$ cat src/rtl/game_pkg.sv
// Shared encodings for the obstacle game: FSM states, scheduler phases, counter width.
package game_pkg;

  localparam int CNT_W = 12;

  typedef enum logic [1:0] {
    S_MAIN     = 2'b00,
    S_CONTINUE = 2'b01,
    S_OVER     = 2'b10,
    S_CLEAR    = 2'b11
  } game_state_e;

  typedef enum logic [1:0] {
    P_IDLE   = 2'b00,
    P_COUNT  = 2'b01,
    P_RUN    = 2'b10,
    P_FREEZE = 2'b11
  } phase_e;

endpackage

$ cat src/rtl/tick_divider.sv
// Free-running divider with a period latched on clear and on every wrap.
module tick_divider
  import game_pkg::*;
(
  input  logic             clk,
  input  logic             rst,
  input  logic             clr_i,
  input  logic             en_i,
  input  logic [CNT_W-1:0] period_i,
  output logic             wrap_o,
  output logic             tick_o
);

  logic [CNT_W-1:0] cnt_q, cnt_d;
  logic [CNT_W-1:0] period_q, period_d;
  logic             tick_q, tick_d;

  // The wrap is a combinational early warning so the parent can register companions of the tick.
  assign wrap_o = en_i && (cnt_q == period_q - CNT_W'(1));
  assign tick_o = tick_q;

  always_comb begin
    cnt_d    = cnt_q;
    period_d = period_q;
    tick_d   = 1'b0;
    if (clr_i) begin
      cnt_d    = '0;
      period_d = period_i;
    end else if (en_i) begin
      if (wrap_o) begin
        cnt_d    = '0;
        period_d = period_i;
        tick_d   = 1'b1;
      end else begin
        cnt_d = cnt_q + CNT_W'(1);
      end
    end
  end

  always_ff @(posedge clk) begin
    if (rst) begin
      cnt_q    <= '0;
      period_q <= '0;
      tick_q   <= 1'b0;
    end else begin
      cnt_q    <= cnt_d;
      period_q <= period_d;
      tick_q   <= tick_d;
    end
  end

endmodule

$ cat src/rtl/game_scheduler.sv
// Pacing controller: countdown, scroll tick and spawn pacing, score/level keeping, clear flag.
module game_scheduler
  import game_pkg::*;
#(
  parameter int TICK_BASE      = 400,
  parameter int TICK_STEP      = 100,
  parameter int COUNTDOWN_MS   = 3000,
  parameter int LEVEL_UP_SCORE = 10,
  parameter int CLEAR_SCORE    = 40,
  parameter int SPAWN_EVERY    = 4
) (
  input  logic       clk,
  input  logic       rst,
  input  logic [1:0] game_state,
  input  logic       obstacle_passed,
  output logic       countdown_active,
  output logic [1:0] countdown_sec,
  output logic       scroll_tick,
  output logic       spawn_req,
  output logic [7:0] score,
  output logic [1:0] level,
  output logic       game_clear
);

  localparam int CW3 = CNT_W + 3;
  localparam logic [CNT_W-1:0] PER0       = CNT_W'(TICK_BASE);
  localparam logic [CNT_W-1:0] PER1       = CNT_W'(TICK_BASE - TICK_STEP);
  localparam logic [CNT_W-1:0] PER2       = CNT_W'(TICK_BASE - 2 * TICK_STEP);
  localparam logic [CNT_W-1:0] PER3       = CNT_W'(TICK_BASE - 3 * TICK_STEP);
  localparam logic [CNT_W-1:0] CD_LOAD    = CNT_W'(COUNTDOWN_MS - 1);
  localparam logic [CW3-1:0]   THR1       = CW3'(COUNTDOWN_MS);
  localparam logic [CW3-1:0]   THR2       = CW3'(2 * COUNTDOWN_MS);
  localparam logic [CNT_W-1:0] LVL_LAST   = CNT_W'(LEVEL_UP_SCORE - 1);
  localparam logic [CNT_W-1:0] SPAWN_LAST = CNT_W'(SPAWN_EVERY - 1);
  localparam logic [7:0]       CLEAR_TH   = 8'(CLEAR_SCORE);

  // ceil(3*(cnt+1)/COUNTDOWN_MS) by comparing against the one- and two-third marks.
  function automatic logic [1:0] secs_left(input logic [CNT_W-1:0] cnt);
    logic [CW3-1:0] rem3;
    rem3 = (CW3'(cnt) << 1) + CW3'(cnt) + CW3'(3);
    if (rem3 > THR2)      return 2'd3;
    else if (rem3 > THR1) return 2'd2;
    else                  return 2'd1;
  endfunction

  function automatic logic [CNT_W-1:0] period_for(input logic [1:0] lvl);
    case (lvl)
      2'd0:    return PER0;
      2'd1:    return PER1;
      2'd2:    return PER2;
      default: return PER3;
    endcase
  endfunction

  phase_e           phase_q, phase_d;
  logic [CNT_W-1:0] cd_q, cd_d;
  logic [CNT_W-1:0] spawn_cnt_q, spawn_cnt_d;
  logic [CNT_W-1:0] lvl_cnt_q, lvl_cnt_d;
  logic [7:0]       score_q, score_d;
  logic [1:0]       level_q, level_d;
  logic             clear_q, clear_d;
  logic             cd_active_q, cd_active_d;
  logic [1:0]       cd_sec_q, cd_sec_d;
  logic             spawn_req_q, spawn_req_d;
  logic             run_go, div_clr, div_wrap, div_tick;
  logic             halt_req;

  assign halt_req = (game_state == S_OVER) || (game_state == S_CLEAR);

  always_comb begin
    phase_d = phase_q;
    cd_d    = cd_q;
    case (phase_q)
      P_IDLE: begin
        if (game_state == S_CONTINUE) begin
          phase_d = P_COUNT;
          cd_d    = CD_LOAD;
        end
      end
      P_COUNT: begin
        if (halt_req)           phase_d = P_FREEZE;
        else if (cd_q == '0)    phase_d = P_RUN;
        else                    cd_d    = cd_q - CNT_W'(1);
      end
      P_RUN: begin
        if (halt_req) phase_d = P_FREEZE;
      end
      default: ;
    endcase
    if (game_state == S_MAIN) begin
      phase_d = P_IDLE;
      cd_d    = '0;
    end
  end

  // Staying in P_RUN implies game_state is CONTINUE, so halts and MAIN both stop counting.
  assign run_go  = (phase_q == P_RUN) && (phase_d == P_RUN);
  assign div_clr = (phase_d == P_IDLE) || (phase_q == P_IDLE) || (phase_q == P_COUNT);

  tick_divider u_div (
    .clk      (clk),
    .rst      (rst),
    .clr_i    (div_clr),
    .en_i     (run_go),
    .period_i (period_for(level_q)),
    .wrap_o   (div_wrap),
    .tick_o   (div_tick)
  );

  always_comb begin
    spawn_cnt_d = spawn_cnt_q;
    spawn_req_d = 1'b0;
    score_d     = score_q;
    level_d     = level_q;
    lvl_cnt_d   = lvl_cnt_q;
    clear_d     = clear_q;
    if (div_clr) begin
      spawn_cnt_d = '0;
    end else if (div_wrap) begin
      if (spawn_cnt_q == SPAWN_LAST) begin
        spawn_cnt_d = '0;
        spawn_req_d = 1'b1;
      end else begin
        spawn_cnt_d = spawn_cnt_q + CNT_W'(1);
      end
    end
    if (run_go && obstacle_passed) begin
      if (score_q != 8'hFF) score_d = score_q + 8'd1;
      if (level_q != 2'd3) begin
        if (lvl_cnt_q == LVL_LAST) begin
          lvl_cnt_d = '0;
          level_d   = level_q + 2'd1;
        end else begin
          lvl_cnt_d = lvl_cnt_q + CNT_W'(1);
        end
      end
    end
    if ((phase_q == P_RUN) && (score_q >= CLEAR_TH)) clear_d = 1'b1;
    if (phase_d == P_IDLE) begin
      score_d   = '0;
      level_d   = '0;
      lvl_cnt_d = '0;
      clear_d   = 1'b0;
    end
    cd_active_d = (phase_d == P_COUNT);
    cd_sec_d    = cd_active_d ? secs_left(cd_d) : 2'd0;
  end

  always_ff @(posedge clk) begin
    if (rst) begin
      phase_q     <= P_IDLE;
      cd_q        <= '0;
      spawn_cnt_q <= '0;
      lvl_cnt_q   <= '0;
      score_q     <= '0;
      level_q     <= '0;
      clear_q     <= 1'b0;
      cd_active_q <= 1'b0;
      cd_sec_q    <= '0;
      spawn_req_q <= 1'b0;
    end else begin
      phase_q     <= phase_d;
      cd_q        <= cd_d;
      spawn_cnt_q <= spawn_cnt_d;
      lvl_cnt_q   <= lvl_cnt_d;
      score_q     <= score_d;
      level_q     <= level_d;
      clear_q     <= clear_d;
      cd_active_q <= cd_active_d;
      cd_sec_q    <= cd_sec_d;
      spawn_req_q <= spawn_req_d;
    end
  end

  assign countdown_active = cd_active_q;
  assign countdown_sec    = cd_sec_q;
  assign scroll_tick      = div_tick;
  assign spawn_req        = spawn_req_q;
  assign score            = score_q;
  assign level            = level_q;
  assign game_clear       = clear_q;

endmodule

$ cat config.mk
export PLATFORM = sky130hd
export DESIGN_NAME = game_scheduler
export DESIGN_NICKNAME = d
export VERILOG_FILES = /design/src/rtl/game_pkg.sv /design/src/rtl/tick_divider.sv /design/src/rtl/game_scheduler.sv
export SDC_FILE = /design/constraint.sdc
export NUM_CORES = 1
export LEC_CHECK = 0
export ABC_AREA = 1
export CAP_MARGIN = 5
export CORE_AREA = 4 4 97 145
export DETAILED_ROUTE_END_ITERATION = 7
export DIE_AREA = 0 0 101 149
export GPL_TIMING_DRIVEN = 0
export PLACE_DENSITY = 0.68
export REMOVE_ABC_BUFFERS = 1
export SLEW_MARGIN = 30
export SYNTH_ARGS = -nofsm -noshare
export SYNTH_HDL_FRONTEND = slang
export SYNTH_HIERARCHICAL = 1
export SYNTH_SLANG_ARGS = --single-unit
$ cat constraint.sdc
create_clock -name clk -period 4.9 [get_ports clk]
set_input_delay 1.47 -clock clk [delete_from_list [all_inputs] [get_ports clk]]
set_output_delay 1.47 -clock clk [all_outputs]
set_load 0.02 [all_outputs]
==> flow_metrics.env <==
export IMPL_wl_mm=13.0
export IMPL_grtUsageMet3=0.0356
export IMPL_clock_sinks=78
export IMPL_core_mm2=0.0128
export IMPL_vias=5435
export IMPL_setup_viol=0
export IMPL_antenna_found_initial=0
export IMPL_clockBufferDepth=2
export IMPL_yosysSeqAreaShare=0.276
export IMPL_cts_hold_fix_buffers=0
export IMPL_die_w_um=101
export IMPL_clock_skew_ns=0.0122
export IMPL_critPathKind="in2reg"
export IMPL_synth_top_area_share=0.276
export IMPL_clk_pin_slew_worst_paths_ns=0.07
export IMPL_post_route_period_util=0.938
export IMPL_cp_data_arrival_time_ns=4.84
export IMPL_first_iter_violations=169
export IMPL_yosysTopAreaCell="dfxtp_1"
export IMPL_p_seq_frac=0.368
export IMPL_ff2ff_setup_slack_ns=0.64
export IMPL_synthTopCellsByArea="dfxtp_1, nand2_1, inv_1, nor2_1, ha_1"
export IMPL_routedWlPerCell_um=12.2
export IMPL_num_io_pins=21
export IMPL_layout_drive_gt1_share=0.122
export IMPL_synth_edf_count=0
export IMPL_finalNonFillerCells=1068
export IMPL_grt_pass1_vias=5164
export IMPL_ys_async_sr_fraction=0
export IMPL_powerDensity_mw_per_mm2=281
export IMPL_netlist_area_mm2=0.00566
export IMPL_hold_depth=2
export IMPL_n_fill_cell=1320
export IMPL_syn_to_final_growth_pct=14.5
export IMPL_postSynthCellCount=873
export IMPL_cp_data_required_time_ns=5.14
export IMPL_yosysUniqueCellTypes=51
export IMPL_max_slew_margin=0.371
export IMPL_power_internal_mw=1.18
export IMPL_cts_buffers=9
export IMPL_fin_crit_ns=4.60
export IMPL_overflow=0
export IMPL_diodes=0
export IMPL_rows=51
export IMPL_cp_endpoint="countdown_sec[0]"
export IMPL_die_y_um=149
export IMPL_crit_path_end_kind="flip-flop"
export IMPL_power_leakage_nw=2.98
export IMPL_dp_hpwl_mm=10.1
export IMPL_drv_cap=0
export IMPL_seq_area_mm2=0.00156
export IMPL_ir_drop_mv=0.163
export IMPL_switching_share=0.350
export IMPL_finalHoldViolCount=0
export IMPL_dpl_instance_area_mm2=0.00603
export IMPL_via_per_inst=5.09
export IMPL_grt_max_degree=29
export IMPL_clock_latency_ns=0.35
export IMPL_final_core_util=0.505
export IMPL_antenna_left=0
export IMPL_cts_tree="yes"
export IMPL_cts_root_buffer="clkbuf_16"
export IMPL_synth_ff_type="dfxtp_1"
export IMPL_hold_ws_ns=0.487
export IMPL_max_freq_mhz=218
export IMPL_timing_rr_end="countdown_sec[0]"
export IMPL_switchingPower_mw=0.636
export IMPL_drv_slew=0
export IMPL_cp_max_fo=5
export IMPL_grtUsageTotal=0.181
export IMPL_multi_input_area_mm2=0.00364
export IMPL_grtUsageMet1=0.183
export IMPL_portBuffers=20
export IMPL_share_comb_of_total_power=0.268
export IMPL_reg2reg_from="phase_q[0]"
export IMPL_gp_congestion=0.910
export IMPL_power_frac_clock=0.364
export IMPL_grt_busiest_layer="met2"
export IMPL_initial_core_util=0.441
export IMPL_yosysMostFrequentCell="nand2_1"
export IMPL_cts_htree_levels=3
export IMPL_outcome="finished clean"
export IMPL_ys_top_cells_by_count="nand2_1, inv_1, nor2_1"
export IMPL_ys_ff_latch=78
export IMPL_cp_start_kind="input pin"
export IMPL_holdCritPathClass="reg2reg"
export IMPL_met2_usage=0.339
export IMPL_grt_pass1_wl_mm=22.2
export IMPL_ys_warn_count=6
export IMPL_dieArea_mm2=0.0150
export IMPL_final_area_mm2=0.00647
export IMPL_critPathLaunch="game_state[1]"
export IMPL_worst_slew_pin_slew_ns=0.940
export IMPL_power_total_mw=1.82
export IMPL_drtPass1Iterations=7
export IMPL_place_inst=1046
export IMPL_nNetsFinal=943
export IMPL_syn_area_per_cell_um2=6.48
export IMPL_r2r_cells=23
export IMPL_drc=0
-- cell type report --
cell class	instances	share of cell area
multi-input combinational	646	0.562
sequential	78	0.241
inverter	143	0.0833
timing repair buffer	26	0.0381
clock buffer	9	0.0348
tap	159	0.0307
clock inverter	7	0.00986
-- worst min path at each step --
stage                         startpoint        endpoint
after global routing             cd_q[6]         cd_q[6]
after global placement        game_clear      game_clear
after floorplan           spawn_cnt_q[6]  spawn_cnt_q[6]
after detailed placement      game_clear      game_clear
final                            cd_q[6]         cd_q[6]
after CTS                 spawn_cnt_q[0]  spawn_cnt_q[0]
-- per-layer routing --
metal | share of wire | vias up
met4 | 0.045 | 0
met3 | 0.023 | 45
met1 | 0.40 | 2454
li1 | - | 2854
met5 | 0 | -
met2 | 0.54 | 82
-- registers in the layout, summed over array words and instances (netlist names) --
register,flops
cd_q,12
countdown_active,1
countdown_sec,2
game_clear,1
level,2
lvl_cnt_q,12
phase_q,2
score,8
spawn_cnt_q,12
spawn_req,1
u_div/cnt_q,12
u_div/period_q,12
u_div/tick_o,1
-- layout by cell type (no fill, tap or decap), drive strengths merged, types with 9 or more instances in the layout --
| master | Yosys | final |
|---|---|---|
| nand2 | 213 | 213 |
| clkdlybuf4s50 | 0 | 18 |
| o21ai | 24 | 24 |
| nor2 | 135 | 135 |
| nor3 | 26 | 26 |
| clkbuf | 2 | 9 |
| inv | 141 | 146 |
| dfxtp | 78 | 78 |
| ha | 34 | 34 |
| nand3 | 78 | 78 |
| nor3b | 9 | 9 |
| a21oi | 51 | 51 |
| xor2 | 14 | 14 |
-- through the flow --
step / setup TNS [ns] / setup slack [ns]
CTS: 0 / 0.153
global route: -0.0891 / -0.0891
detailed placement: -0.854 / -0.439
global placement: -0.777 / -0.398
finish: 0 / 0.303
floorplan: 0 / 0.682
-- cell families after synthesis --
group | count (synthesis) | share of synthesized area
AOI/OAI and AO/OA | 99 | 0.103
xor gates and xnor gates | 22 | 0.0341
adders and majority gates | 34 | 0.0752
buffers and inverters | 153 | 0.105
DFF | 78 | 0.276
other | 1 | 0.000663
and+or+nand+nor | 486 | 0.406
-- critical path, stage by stage --
cell	delay (ns)
dlygate4sd2_1	0.33
inv_2	0.13
nand2_2	0.08
nor2_2	0.14
nand2_1	0.09
a21oi_1	0.17
o31ai_1	0.13
o211ai_1	0.13
inv_1	0.10
ha_1	0.30
ha_1	0.36
a21oi_2	0.17
o21ai_0	0.15
a21oi_1	0.24
nand2_1	0.11
nand2_1	0.07
nand2_1	0.06
inv_1	0.07
nand2_1	0.08
nor2_1	0.09
nand3_1	0.08
nand2_1	0.07
nand2_1	0.06
nor2_1	0.10
nor2_1	0.04
-- timing repair --
item / in CTS / in global routing
buffers inserted: 1 / 5
endpoints found under the setup margin: 1 / 2
pin swaps: 0 / 5
gates resized for setup: 3 / 23
-- power by group through the flow --
stage	clock [mW]	sequential [mW]	combinational, mW
global route	0.701	0.672	0.558
finish	0.661	0.669	0.486
floorplan	0	0.682	0.356
detailed placement	0	0.684	0.452
CTS	0.678	0.669	0.455
global placement	0	0.684	0.445
No activity file was read; power rests on OpenSTA's default activity.
